==> config.mk <==
export PLATFORM = sky130hd
export DESIGN_NAME = seg_scan_counter
export DESIGN_NICKNAME = d
export VERILOG_FILES = /design/src/rtl/seg7_pkg.sv /design/src/rtl/bcd_digit_cell.sv /design/src/rtl/seg_scan_counter.sv
export SDC_FILE = /design/constraint.sdc
export NUM_CORES = 1
export LEC_CHECK = 0
export ABC_AREA = 1
export CELL_PAD_IN_SITES_DETAIL_PLACEMENT = 1
export CELL_PAD_IN_SITES_GLOBAL_PLACEMENT = 1
export CORE_UTILIZATION = 48
export DETAILED_ROUTE_END_ITERATION = 7
export GPL_ROUTABILITY_DRIVEN = 0
export GPL_TIMING_DRIVEN = 0
export PLACE_DENSITY_LB_ADDON = 0.1
export RECOVER_POWER = 100
export SYNTH_ARGS = -nofsm -noshare
export SYNTH_HDL_FRONTEND = slang
export SYNTH_HIERARCHICAL = 1
export SYNTH_SLANG_ARGS = --single-unit
==> constraint.sdc <==
create_clock -name mclk -period 5.3 [get_ports mclk]
set_input_delay 1.06 -clock mclk [delete_from_list [all_inputs] [get_ports mclk]]
set_output_delay 1.06 -clock mclk [all_outputs]
set_load 0.01 [all_outputs]
==> src/rtl/seg7_pkg.sv <==
// rtl/seg7_pkg.sv - 7-segment decode constants and digit helpers for seg_scan_counter
package seg7_pkg;

    localparam logic [6:0] SEG7_0     = 7'h3F;
    localparam logic [6:0] SEG7_1     = 7'h06;
    localparam logic [6:0] SEG7_2     = 7'h5B;
    localparam logic [6:0] SEG7_3     = 7'h4F;
    localparam logic [6:0] SEG7_4     = 7'h66;
    localparam logic [6:0] SEG7_5     = 7'h6D;
    localparam logic [6:0] SEG7_6     = 7'h7D;
    localparam logic [6:0] SEG7_7     = 7'h07;
    localparam logic [6:0] SEG7_8     = 7'h7F;
    localparam logic [6:0] SEG7_9     = 7'h67;
    localparam logic [6:0] SEG7_BLANK = 7'h00;

    // Segment order is {g,f,e,d,c,b,a}; non-decimal codes render dark.
    function automatic logic [6:0] seg7_decode(input logic [3:0] val);
        logic [6:0] seg;
        case (val)
            4'd0:    seg = SEG7_0;
            4'd1:    seg = SEG7_1;
            4'd2:    seg = SEG7_2;
            4'd3:    seg = SEG7_3;
            4'd4:    seg = SEG7_4;
            4'd5:    seg = SEG7_5;
            4'd6:    seg = SEG7_6;
            4'd7:    seg = SEG7_7;
            4'd8:    seg = SEG7_8;
            4'd9:    seg = SEG7_9;
            default: seg = SEG7_BLANK;
        endcase
        return seg;
    endfunction

    // Time-style counting makes odd digits (tens of seconds/minutes) wrap at 5.
    function automatic logic [3:0] digit_max(input int idx, input logic time_mode);
        return (time_mode && idx[0]) ? 4'd5 : 4'd9;
    endfunction

endpackage

==> src/rtl/bcd_digit_cell.sv <==
// rtl/bcd_digit_cell.sv - single cascaded counter digit with configurable wrap value
module bcd_digit_cell
    import seg7_pkg::*;
(
    input  logic       mclk,
    input  logic       rst,
    input  logic       clr,
    input  logic       inc_in,
    input  logic [3:0] max_val,
    output logic [3:0] value,
    output logic       at_max
);

    logic [3:0] value_q;
    logic [3:0] value_d;

    always_comb begin
        value_d = value_q;
        if (clr) begin
            value_d = 4'd0;
        end else if (inc_in) begin
            value_d = at_max ? 4'd0 : value_q + 4'd1;
        end
    end

    always_ff @(posedge mclk) begin
        if (rst) begin
            value_q <= 4'd0;
        end else begin
            value_q <= value_d;
        end
    end

    assign value  = value_q;
    assign at_max = (value_q == max_val);

endmodule

==> src/rtl/seg_scan_counter.sv <==
// rtl/seg_scan_counter.sv - N-digit cascaded counter with multiplexed 7-segment scan output
module seg_scan_counter
    import seg7_pkg::*;
#(
    parameter int NUM_DIGITS = 8,
    parameter int CNT_DIV    = 50_000_000,
    parameter int SCAN_DIV   = 50_000,
    parameter int TIME_MODE  = 0,
    parameter int BLANK_LZ   = 0
) (
    input  logic                  mclk,
    input  logic                  rst,
    input  logic                  en,
    input  logic                  clr,
    output logic [NUM_DIGITS-1:0] seg_com,
    output logic [7:0]            seg_data,
    output logic                  carry_out
);

    localparam int PW = $clog2(CNT_DIV);
    localparam int SW = (SCAN_DIV > 1) ? $clog2(SCAN_DIV) : 1;
    localparam int IW = $clog2(NUM_DIGITS);

    logic [PW-1:0]         pre_q, pre_d;
    logic [SW-1:0]         scan_cnt_q, scan_cnt_d;
    logic [IW-1:0]         scan_idx_q, scan_idx_d;
    logic [NUM_DIGITS-1:0] seg_com_q, seg_com_d;
    logic [7:0]            seg_data_q, seg_data_d;
    logic                  carry_q, carry_d;

    logic                  tick;
    logic                  scan_last;
    logic [NUM_DIGITS-1:0] inc;
    logic [NUM_DIGITS-1:0] at_max;
    logic [NUM_DIGITS-1:0] blank;
    logic [3:0]            digit_val [NUM_DIGITS];

    always_comb begin
        tick  = en && (pre_q == PW'(CNT_DIV - 1));
        pre_d = pre_q;
        if (clr) begin
            pre_d = '0;
        end else if (en) begin
            pre_d = tick ? '0 : pre_q + PW'(1);
        end
    end

    // Ripple enable: a digit advances only when the tick propagates through all lower digits at max.
    always_comb begin
        logic run;
        run = tick;
        for (int i = 0; i < NUM_DIGITS; i++) begin
            inc[i] = run;
            run    = run & at_max[i];
        end
        carry_d = tick && (&at_max) && !clr;
    end

    for (genvar g = 0; g < NUM_DIGITS; g++) begin : g_digit
        localparam logic [3:0] MAX_VAL = digit_max(g, TIME_MODE != 0);
        bcd_digit_cell u_cell (
            .mclk    (mclk),
            .rst     (rst),
            .clr     (clr),
            .inc_in  (inc[g]),
            .max_val (MAX_VAL),
            .value   (digit_val[g]),
            .at_max  (at_max[g])
        );
    end

    always_comb begin
        scan_last  = (scan_cnt_q == SW'(SCAN_DIV - 1));
        scan_cnt_d = scan_last ? '0 : scan_cnt_q + SW'(1);
        scan_idx_d = scan_idx_q;
        if (scan_last) begin
            scan_idx_d = (scan_idx_q == IW'(NUM_DIGITS - 1)) ? '0 : scan_idx_q + IW'(1);
        end
    end

    // Walk from the most significant digit down; a digit is blank while everything above it is zero too.
    always_comb begin
        logic hz;
        hz    = 1'b1;
        blank = '0;
        for (int i = NUM_DIGITS - 1; i >= 0; i--) begin
            hz       = hz & (digit_val[i] == 4'd0);
            blank[i] = (BLANK_LZ != 0) && (i > 0) && hz;
        end
    end

    always_comb begin
        logic [3:0] cur_val;
        logic       cur_blank;
        logic       dp;
        seg_com_d = '1;
        cur_val   = 4'd0;
        cur_blank = 1'b0;
        dp        = 1'b0;
        for (int i = 0; i < NUM_DIGITS; i++) begin
            if (scan_idx_q == IW'(i)) begin
                seg_com_d[NUM_DIGITS-1-i] = 1'b0;
                cur_val   = digit_val[i];
                cur_blank = blank[i];
                dp        = (TIME_MODE != 0) && (i == 2);
            end
        end
        seg_data_d = cur_blank ? 8'h00 : {dp, seg7_decode(cur_val)};
    end

    always_ff @(posedge mclk) begin
        if (rst) begin
            pre_q      <= '0;
            scan_cnt_q <= '0;
            scan_idx_q <= '0;
            seg_com_q  <= '1;
            seg_data_q <= 8'h00;
            carry_q    <= 1'b0;
        end else begin
            pre_q      <= pre_d;
            scan_cnt_q <= scan_cnt_d;
            scan_idx_q <= scan_idx_d;
            seg_com_q  <= seg_com_d;
            seg_data_q <= seg_data_d;
            carry_q    <= carry_d;
        end
    end

    assign seg_com   = seg_com_q;
    assign seg_data  = seg_data_q;
    assign carry_out = carry_q;

endmodule

==> flow_metrics.tcl <==
set metrics [dict create \
    status "complete, no violations" \
    layout_commonest_cell "nand2_1" \
    worstHoldStart "scan_cnt_q[0]" \
    antenna_found_initial 0 \
    crit_type "in2reg" \
    finalSetupViolCount 0 \
    portBuffers 19 \
    clockBufferDepth 2 \
    post-synth-top-area-fraction 0.345 \
    synth-async-reset-ratio 0 \
    cts-root-buf "clkbuf_8" \
    fp-row-count 38 \
    start_kind "input pin" \
    power_frac_seq 0.552 \
    worst_clock_skew_ns 0.0124 \
    hold_buffers 0 \
    min_period_ns 3.87 \
    synth_area_per_cell_um2 6.63 \
    wl_per_cell_um 13.4 \
    timing.fmax_mhz 258 \
    synth_top_flop_cell "dfxtp_1" \
    viasPerCell 4.93 \
    clock-sinks 93 \
    cts_htree_levels 3 \
    fill_cells 1530 \
    crit_required_ns 5.58 \
    drt_wl_total_um 14000 \
    yosysSeqAreaShare 0.345 \
    io_pins 21 \
    drc 0 \
    worstSkewPairLatency_ns 0.38 \
    drt_iter0_markers 157 \
    synth_enable_flop_cells 0 \
    syn_area_um2 5390 \
    r2r-start "pre_q[0]" \
    pre_cts_ws_ns 1.42 \
    finalCritPeriodShare 0.731 \
    synth_seq_cells 93 \
    rsz0062_at_grt "no" \
    antenna_cells 0 \
    p_leak_nw 2.73 \
    clk_pin_slew_ns 0.09 \
    setup_slack_ns 1.43 \
    p_sw_mw 0.309 \
    die_h_um 108 \
    grt_overflow 0 \
    worstMarginPinSlew_ns 0.971 \
    final_cell_mix "nand2_1, inv_1, nor2_1, dfxtp_1, conb_1" \
    p_total_mw 1.28 \
    cts_resized 0 \
    min_to "scan_cnt_q[0]" \
    tns_ns 0 \
    worstReg2RegEnd "g_digit[7].u_cell/value[3]" \
    powerDensity_nw_per_um2 208 \
    slew_headroom 0.351 \
    p_sw_frac 0.242 \
    drtPass1Iterations 4 \
    hold_depth 1 \
    ys_types 41 \
    ff2ff_path_depth 12 \
    die_w_um 108 \
    cts_tree "done" \
    yosys_warnings 6 \
    grtUsageTotal 0.259 \
    critPathMaxFanout 7 \
    final_antenna_net_count 0 \
    vias 5173 \
    layout-drive-gt1-share 0.0692 \
    grt_max_degree 15 \
    dp_hpwl_um 10700 \
    synth_area_leaders "dfxtp_1, nand2_1, inv_1" \
    cts_buffers 9 \
    final_nets 932 \
    rrSetupSlack_ns 1.97 \
    floorplan.initialDensity 0.495 \
    syn_to_final_growth_pct 14.1 \
    grt_pass1_wl_um 23700 \
    maxCapViolCount 0 \
    pwr-share-comb 0.058 \
    die_area_um2 11700 \
    synth_cells 813 \
    core_um2 10900 \
    critPathCaptureType "register" \
    hold_path.class "reg2reg" \
    post-cts-setup-buffer-count 0 \
    hold_viol 0 \
    ir_worst_vdd_mv 0.145 \
    pwr-share-clk 0.390 \
    synth_area_leader_cell "dfxtp_1" \
    crit_arrival_ns 4.16 \
    grt_pass1_vias 5417 \
    p_int_mw 0.968 \
    final_max_slew_viol_count 0 \
]
-- final cells by class --
cell class | count | area (µm²) | share of cell area
Multi-Input combinational cell | 625 | 3120 | 0.507
Clock buffer | 12 | 155 | 0.0252
Inverter | 153 | 577 | 0.0938
Buffer | 5 | 26.3 | 0.00427
Sequential cell | 93 | 1860 | 0.303
Tap cell | 140 | 175 | 0.0285
Clock inverter | 3 | 45.0 | 0.00732
Timing Repair Buffer | 19 | 190 | 0.0309
-- power groups by stage --
stage               clock, mW  combinational [mW]  sequential, mW
global route            0.532              0.0855           0.707
finish                  0.498              0.0735           0.706
global placement            0              0.0709           0.722
floorplan                   0              0.0481           0.723
CTS                     0.508              0.0746           0.706
detailed placement          0              0.0741           0.722
-- cells by family after synthesis --
| kind of cell | Yosys count | share of synthesized area |
|---|---|---|
| XOR/XNOR | 33 | 0.0536 |
| buffers and inverters | 158 | 0.114 |
| multiplexers | 8 | 0.0149 |
| AND/OR/NAND/NOR | 437 | 0.358 |
| AO/OA/AOI/OAI | 60 | 0.0615 |
| flip-flops | 93 | 0.345 |
| other | 2 | 0.00139 |
| adder cells (fa/ha/maj) | 22 | 0.0511 |
-- flip-flops by register name (all words and copies together), names as in the netlist --
name,count
g_digit.u_cell/value,32
scan_cnt_q,16
carry_out,1
pre_q,26
seg_data,7
seg_com,8
scan_idx_q,3
-- Yosys cell counts, types with 2 or more instances --
library cell / number
a21oi_1: 29
a31oi_1: 3
buf_2: 2
buf_4: 2
conb_1: 2
dfxtp_1: 93
ha_1: 22
inv_1: 138
inv_2: 13
mux2i_1: 8
nand2_1: 201
nand2_2: 23
nand2_4: 2
nand3_1: 31
nand4_1: 15
nor2_1: 112
nor2_2: 13
nor3_1: 19
nor3_2: 2
nor4_1: 11
o21a_1: 4
o21ai_0: 14
o21ai_1: 4
o31ai_1: 2
xnor2_1: 10
xor2_1: 23
-- worst max-delay path, cell delays in order --
cell and delay, ns:
dlygate4sd3_1 0.75, nand3_1 0.12, nor2_1 0.14, nand4_1 0.20
nor2_1 0.54, nand4_1 0.35, nor2_1 0.48, nand4_1 0.21
xor2_1 0.22, nor2_1 0.07
-- layer usage --
layer / GRT usage / routed length (µm)
met1: 0.272 / 5870
met3: 0.0362 / 217
met4: 0.109 / 317
met2: 0.509 / 7620
met5: 0 / 0
-- worst max-delay path by stage --
stage / startpoint / endpoint / slack, ns / cells past startpoint
2_1_floorplan: en / g_digit[7].u_cell/value[3] / 2.76 / 9
3_3_place_gp: en / g_digit[7].u_cell/value[3] / 1.53 / 10
3_5_place_dp: en / g_digit[7].u_cell/value[2] / 1.42 / 10
4_1_cts: en / g_digit[7].u_cell/value[3] / 1.73 / 10
5_1_grt: en / g_digit[7].u_cell/value[3] / 1.26 / 10
6_report: en / g_digit[7].u_cell/value[3] / 1.43 / 10
-- through the flow --
stage,instances,instance area (µm²),utilization,hold WS [ns]
6_report,1050,6150,0.565,0.464
5_1_grt,1050,6150,0.565,0.487
4_1_cts,1050,6190,0.569,0.470
3_5_place_dp,1035,5990,0.550,0.454
2_1_floorplan,876,5630,-,0.418
3_3_place_gp,1035,5990,0.550,0.429
(Power assumes the default switching activity.)
